<file path="config.mk">
export PLATFORM = sky130hd
export DESIGN_NAME = apb_completer_mr
export DESIGN_NICKNAME = d
export VERILOG_FILES = /design/src/rtl/apb_completer_mr.sv
export SDC_FILE = /design/constraint.sdc
export NUM_CORES = 1
export LEC_CHECK = 0
export CAP_MARGIN = 20
export CELL_PAD_IN_SITES_DETAIL_PLACEMENT = 0
export CELL_PAD_IN_SITES_GLOBAL_PLACEMENT = 2
export CORE_MARGIN = 2
export CORE_UTILIZATION = 17
export DETAILED_ROUTE_END_ITERATION = 8
export PLACE_DENSITY = 0.92
export SLEW_MARGIN = 20
export SYNTH_ARGS = -nofsm -noshare
export SYNTH_HDL_FRONTEND = slang
export SYNTH_SLANG_ARGS = --single-unit
</file>
<file path="constraint.sdc">
create_clock -name PCLK -period 2.6 [get_ports PCLK]
set_input_delay 0.39 -clock PCLK [delete_from_list [all_inputs] [get_ports PCLK]]
set_output_delay 0.39 -clock PCLK [all_outputs]
set_load 0.05 [all_outputs]
</file>
<file path="src/rtl/apb_completer_mr.sv">
`default_nettype none
// ============================================================================
// Module  : apb_completer_mr
// Brief   : APB4 completer decoding one port into NREGIONS register back-ends
//           with per-region security, stall-timeout watchdog and strobes.
// Revision: 1.0
// ============================================================================
module apb_completer_mr #(
    parameter int                             ADDR_WIDTH     = 32,
    parameter int                             DATA_WIDTH     = 32,
    parameter int                             NREGIONS       = 2,
    parameter logic [NREGIONS*ADDR_WIDTH-1:0] REGION_BASE    = {32'h8000_1000, 32'h8000_0000},
    parameter logic [NREGIONS*32-1:0]         REGION_NWORDS  = {32'd16, 32'd4},
    parameter logic [NREGIONS-1:0]            SECURE_ONLY    = '0,
    parameter int                             TIMEOUT_CYCLES = 16,
    localparam int                            STRB_W         = DATA_WIDTH / 8
) (
    input  logic                           PCLK,
    input  logic                           PRESETn,
    input  logic                           PSEL,
    input  logic                           PENABLE,
    input  logic                           PWRITE,
    input  logic [ADDR_WIDTH-1:0]          PADDR,
    input  logic [DATA_WIDTH-1:0]          PWDATA,
    input  logic [STRB_W-1:0]              PSTRB,
    input  logic [2:0]                     PPROT,
    output logic [DATA_WIDTH-1:0]          PRDATA,
    output logic                           PREADY,
    output logic                           PSLVERR,
    output logic [NREGIONS-1:0]            wen,
    output logic [NREGIONS-1:0]            ren,
    output logic [ADDR_WIDTH-1:0]          addr,
    output logic [STRB_W-1:0]              strobe,
    output logic [DATA_WIDTH-1:0]          wdata,
    input  logic [NREGIONS*DATA_WIDTH-1:0] rdata,
    input  logic [NREGIONS-1:0]            request_stall,
    input  logic [NREGIONS-1:0]            error
);

    localparam int c_AL   = $clog2(STRB_W);
    localparam int c_SELW = (NREGIONS > 1) ? $clog2(NREGIONS) : 1;
    localparam int c_CW   = (TIMEOUT_CYCLES > 1) ? $clog2(TIMEOUT_CYCLES) : 1;
    localparam logic [c_CW-1:0] c_TO_LAST = c_CW'(TIMEOUT_CYCLES - 1);
    localparam logic            c_TO_EN   = (TIMEOUT_CYCLES != 0);

    localparam logic [1:0] c_IDLE   = 2'd0;
    localparam logic [1:0] c_ACCESS = 2'd1;
    localparam logic [1:0] c_ERROR  = 2'd2;

    logic [1:0]            r_state;
    logic [c_SELW-1:0]     r_sel;
    logic [c_CW-1:0]       r_cnt;
    logic [NREGIONS-1:0]   r_wen;
    logic [NREGIONS-1:0]   r_ren;
    logic [ADDR_WIDTH-1:0] r_addr;
    logic [STRB_W-1:0]     r_strobe;

    logic [NREGIONS-1:0]   w_in_range;
    logic                  w_hit;
    logic [c_SELW-1:0]     w_hit_idx;
    logic [ADDR_WIDTH-1:0] w_base;
    logic                  w_secure;
    logic                  w_misalign;
    logic                  w_req_err;
    logic                  w_setup;
    logic [NREGIONS-1:0]   w_onehot;
    logic                  w_stall;
    logic                  w_timeout;
    logic                  w_access_ready;
    wire                   w_unused_prot = &{1'b0, PPROT[2], PPROT[0]};

    // Range checks use one extra bit so a region ending at the top of the
    // address space cannot wrap around to zero.
    for (genvar gr = 0; gr < NREGIONS; gr++) begin : g_region
        localparam logic [ADDR_WIDTH:0] c_LO = {1'b0, REGION_BASE[gr*ADDR_WIDTH +: ADDR_WIDTH]};
        localparam logic [ADDR_WIDTH:0] c_HI =
            c_LO + (ADDR_WIDTH+1)'(REGION_NWORDS[gr*32 +: 32] * STRB_W);
        assign w_in_range[gr] = ({1'b0, PADDR} >= c_LO) && ({1'b0, PADDR} < c_HI);
    end

    always_comb begin
        w_hit     = 1'b0;
        w_hit_idx = '0;
        w_base    = '0;
        w_secure  = 1'b0;
        // Descending scan so the lowest-numbered matching region wins.
        for (int r = NREGIONS - 1; r >= 0; r--) begin
            if (w_in_range[r]) begin
                w_hit     = 1'b1;
                w_hit_idx = c_SELW'(r);
                w_base    = REGION_BASE[r*ADDR_WIDTH +: ADDR_WIDTH];
                w_secure  = SECURE_ONLY[r];
            end
        end
    end

    assign w_misalign = |PADDR[c_AL-1:0];
    assign w_req_err  = !w_hit | w_misalign | (w_secure & PPROT[1]);
    assign w_setup    = PSEL & !PENABLE;
    assign w_onehot   = NREGIONS'(1) << w_hit_idx;

    assign w_stall        = request_stall[r_sel];
    assign w_timeout      = c_TO_EN & w_stall & (r_cnt == c_TO_LAST);
    assign w_access_ready = !w_stall | w_timeout;

    always_comb begin
        PREADY  = 1'b1;
        PSLVERR = 1'b0;
        PRDATA  = '0;
        case (r_state)
            c_ACCESS: begin
                PREADY  = w_access_ready;
                PSLVERR = w_access_ready & (error[r_sel] | w_timeout);
                PRDATA  = rdata[r_sel*DATA_WIDTH +: DATA_WIDTH];
            end
            c_ERROR:  PSLVERR = 1'b1;
            default:  ;
        endcase
    end

    always_ff @(posedge PCLK or negedge PRESETn) begin
        if (!PRESETn) begin
            r_state  <= c_IDLE;
            r_sel    <= '0;
            r_cnt    <= '0;
            r_wen    <= '0;
            r_ren    <= '0;
            r_addr   <= '0;
            r_strobe <= '0;
        end else begin
            case (r_state)
                c_IDLE: begin
                    if (w_setup && w_req_err) begin
                        r_state <= c_ERROR;
                    end else if (w_setup) begin
                        r_state  <= c_ACCESS;
                        r_sel    <= w_hit_idx;
                        r_wen    <= PWRITE ? w_onehot : '0;
                        r_ren    <= PWRITE ? '0 : w_onehot;
                        r_addr   <= PADDR - w_base;
                        r_strobe <= PWRITE ? PSTRB : '0;
                        r_cnt    <= '0;
                    end
                end
                c_ACCESS: begin
                    if (w_access_ready) begin
                        r_state  <= c_IDLE;
                        r_wen    <= '0;
                        r_ren    <= '0;
                        r_strobe <= '0;
                    end else begin
                        r_cnt <= r_cnt + 1'b1;
                    end
                end
                default: r_state <= c_IDLE;
            endcase
        end
    end

    assign wen    = r_wen;
    assign ren    = r_ren;
    assign addr   = r_addr;
    assign strobe = r_strobe;
    assign wdata  = PWDATA;

endmodule
`default_nettype wire

</file>
==> parameters.txt <==
Parameter                              Value

STA
  Time the worst path needs with I/O delays and setup ... 2370 ps
  Max Clock Skew ... 5.47 ps
  Final Hold Violating Endpoints ... 0
  Min setup slack post-route ... 234 ps
  RSZ-0062 raised after global routing ... false
  Part of the cycle the worst path needs ... 0.910
  Highest Clock Rate ... 423 MHz
  Slew @ Worst Pin ... 660 ps
  Setup TNS ... 0 ps
  Relative max-transition margin ... 0.560
  Pins over their slew limit ... 0
  Setup-violating endpoint count in the final report ... 0

Floorplan
  FP Rows ... 48
  Die area ... 18700 um2
  Overall die width ... 137 um
  I/O Pins ... 250
  Initial core utilization ... 0.173
  Vert. Die Dim ... 137 um
  CORE AREA ... 17200 um2

Drt
  Wire length on met2 ... 4660 um
  # DRC ... 0
  Routed wl met3 ... 936 um
  Count of vias placed by the detailed router ... 2732
  Met1 Routed Length ... 3450 um
  First-pass DRT Iterations ... 3
  ANT nets after route ... 0
  Final routed wire length divided by cell count ... 13.5 um
  Number of DRC markers in iteration 0 ... 81
  Total length of routed wires ... 9180 um
  Top metal layer carrying routed signals ... met4
  Ratio of routed vias to standard cells ... 4.01

Synthesis
  Leading post-synthesis cells by instance count ... sky130_fd_sc_hd__dfrtp_1 (47), sky130_fd_sc_hd__mux2i_1 (37), sky130_fd_sc_hd__nor2b_1 (37)
  Number of flops mapped to enable cells by yosys ... 0
  Cell with the most instances after synthesis ... sky130_fd_sc_hd__dfrtp_1
  Area of the mapped netlist ... 2990 um2
  Top cell type's share of synthesized area ... 0.394
  Number of nets in the synthesized netlist ... 443
  Cells taking the most area after synthesis ... sky130_fd_sc_hd__dfrtp_1 (39%), sky130_fd_sc_hd__mux2i_1 (12%), sky130_fd_sc_hd__buf_4 (8.0%), sky130_fd_sc_hd__nor2b_1 (7.7%), sky130_fd_sc_hd__a21o_1 (2.8%)
  Syn. warnings ... 0
  Number of distinct library cells after synthesis ... 44
  Flip-flop cell with the highest count after synthesis ... sky130_fd_sc_hd__dfrtp_1
  Fraction of registers with async set/reset ... 1.00
  Cell type with the highest aggregate area in the netlist ... sky130_fd_sc_hd__dfrtp_1
  Syn_area_per_cell ... 10.2 um2
  Share of the yosys chip area belonging to registers ... 0.394
  Register bit total from synthesis ... 47
  Synthesized instance count ... 293

Clock network
  Cts hold-fix bufs ... 0
  Clock Path Buffers ... 2
  Clock tree from TritonCTS ... done
  Number of levels in the clock H-tree ... 2
  Clk sinks ... 47
  Num CTS Buffers ... 5
  Root buffer selected by CTS ... sky130_fd_sc_hd__clkbuf_16
  Clock Latency Late Sink ... 290 ps
  Clock slew at reported path FFs ... 70 ps

Placed design
  Routability congestion estimate ... 0.764
  Detailed placement HPWL ... 7460 um
  Placed standard-cell area ... 5260 um2
  Buffers on Ports ... 182
  DP Worst Slack ... -380 ps
  Number of instances in the placed design ... 673

GRT
  Largest net degree at the start of global routing ... 36
  Global-route wire length before repair ... 14300 um
  GRT overflow ... 0
  All-Layer GR Usage ... 0.0942
  Number of global-route vias before repair ... 2929
  Initial antenna violation count ... 0

Finish
  Area occupied by multi-input gates ... 1470 um2
  Number of diodes ... 0
  Post-route cell area ... 5460 um2
  Area growth from synthesis to layout ... 82.6%
  Sequential Area ... 1180 um2
  Number of fillers in the final layout ... 1712
  Number of standard cells in the layout, taps in and fillers out ... 681
  Layout cells sized above 1 ... 0.186
  Number of nets in the final layout ... 606

Setup path
  Crit path max-delay cell type ... sky130_fd_sc_hd__clkdlybuf4s50_1
  Most used cell, CP ... sky130_fd_sc_hd__ha_1
  Data required, critical path ... 2830 ps
  Worst Setup Start Kind ... primary input
  Crit path max fanout ... 9
  Data arrival time at the worst-slack endpoint ... 2590 ps
  Capturing element type of the critical path ... flip-flop
  Cell chain of the critical path ... clkdlybuf4s50_1 -> nor4_1 -> nand3_1 -> nor3_2 -> ha_1 -> ha_1 -> nor3b_2 -> a41oi_1 -> nand4_1 -> buf_12 -> o21a_1
  Delay of the slowest cell on the worst path ... 400 ps
  Worst setup path class ... primary input to flip-flop

Hold path
  HP Class ... primary input to asynchronous set/reset pin

Pwr
  IR drop worst, VDD ... 0.253 mV
  Leak pwr ... 2.30 nW
  Pwr/cell area ... 331 nW/um2

Run
  Max-capacitance violation count ... 0

Status
  Outcome ... finished clean
worst max-delay path: cells and delay by family:
family | cells | cell delay [ps]
buffers and inverters | 2 | 540
and+or+nand+nor | 5 | 1070
adders and majority gates | 2 | 340
AOI/OAI and AO/OA | 2 | 260
power by group:
part / internal, mW / total (mW) / switching [mW]
registers: 0.742 / 0.756 / 0.0132
logic: 0.209 / 0.333 / 0.123
clock network: 0.448 / 0.719 / 0.270
total: 1.40 / 1.81 / 0.407
per-stage QoR:
stage | utilization | hold slack, ps | power [mW]
3_3_place_gp | 0.305 | 435 | 1.10
2_1_floorplan | - | 94.4 | 0.999
4_1_cts | 0.316 | 149 | 1.84
6_report | 0.317 | 134 | 1.81
3_5_place_dp | 0.305 | 462 | 1.10
5_1_grt | 0.317 | 179 | 1.89
metal layers:
layer	up-vias	global-route usage
met3	26	0.0281
met4	0	0.0272
met5	-	0
li1	1298	-
met1	1276	0.101
met2	132	0.177
final cells by class:
cell class | count | share of cell area
Clock inverter | 2 | 0.00688
Multi-Input combinational cell | 187 | 0.269
Tap cell | 225 | 0.0516
Clock buffer | 5 | 0.0229
Timing Repair Buffer | 205 | 0.427
Inverter | 10 | 0.00688
Sequential cell | 47 | 0.216
cell families after synthesis:
family                     share of synthesized area
muxes                                          0.164
and+or+nand+nor                                0.211
DFF                                            0.394
AOI/OAI and AO/OA                             0.0858
adders and majority gates                     0.0251
buffers and inverters                          0.120
worst paths after layout:
| kind | startpoint | to | slack, ps | cells past startpoint |
|---|---|---|---|---|
| setup / recovery | PADDR[7] | addr[16]$_DFFE_PN0P_ | 230 | 11 |
| hold / removal | PRESETn | addr[31]$_DFFE_PN0P_ | 130 | 1 |
| setup reg to reg | r_state[1]$_DFFE_PN0P_ | addr[21]$_DFFE_PN0P_ | 640 | 7 |
| hold reg to reg | addr[10]$_DFFE_PN0P_ | addr[10]$_DFFE_PN0P_ | 480 | 1 |
| max in group asynchronous | PRESETn | addr[8]$_DFFE_PN0P_ | 1730 | 2 |
| min in group PCLK | addr[10]$_DFFE_PN0P_ | addr[10]$_DFFE_PN0P_ | 480 | 1 |
layout by cell type (no fill, tap or decap), types with 8 or more instances in the layout:
cell                              netlist  routed
sky130_fd_sc_hd__buf_12                 0      34
sky130_fd_sc_hd__dfrtp_1               47      46
sky130_fd_sc_hd__nand3_1                8       8
sky130_fd_sc_hd__o21a_1                 9       9
sky130_fd_sc_hd__nand2_1               12      12
sky130_fd_sc_hd__and2_1                 9       9
sky130_fd_sc_hd__inv_1                 10      10
sky130_fd_sc_hd__nor2b_1               37      37
sky130_fd_sc_hd__a21o_1                11      11
sky130_fd_sc_hd__mux2i_1               37      37
sky130_fd_sc_hd__clkdlybuf4s50_1        0     147
sky130_fd_sc_hd__buf_4                 32      23
repair_timing:
item,in CTS,in global routing
pin swaps,1,2
resized for setup,1,2
setup endpoints to repair,9,9
setup buffers,1,0
state kept, by name (all words and copies together) (netlist names):
| signal | cells |
|---|---|
| addr | 32 |
| r_cnt | 4 |
| strobe | 4 |
| r_state | 2 |
| ren | 2 |
| wen | 2 |
| r_sel | 1 |
(Power assumes the default switching activity.)
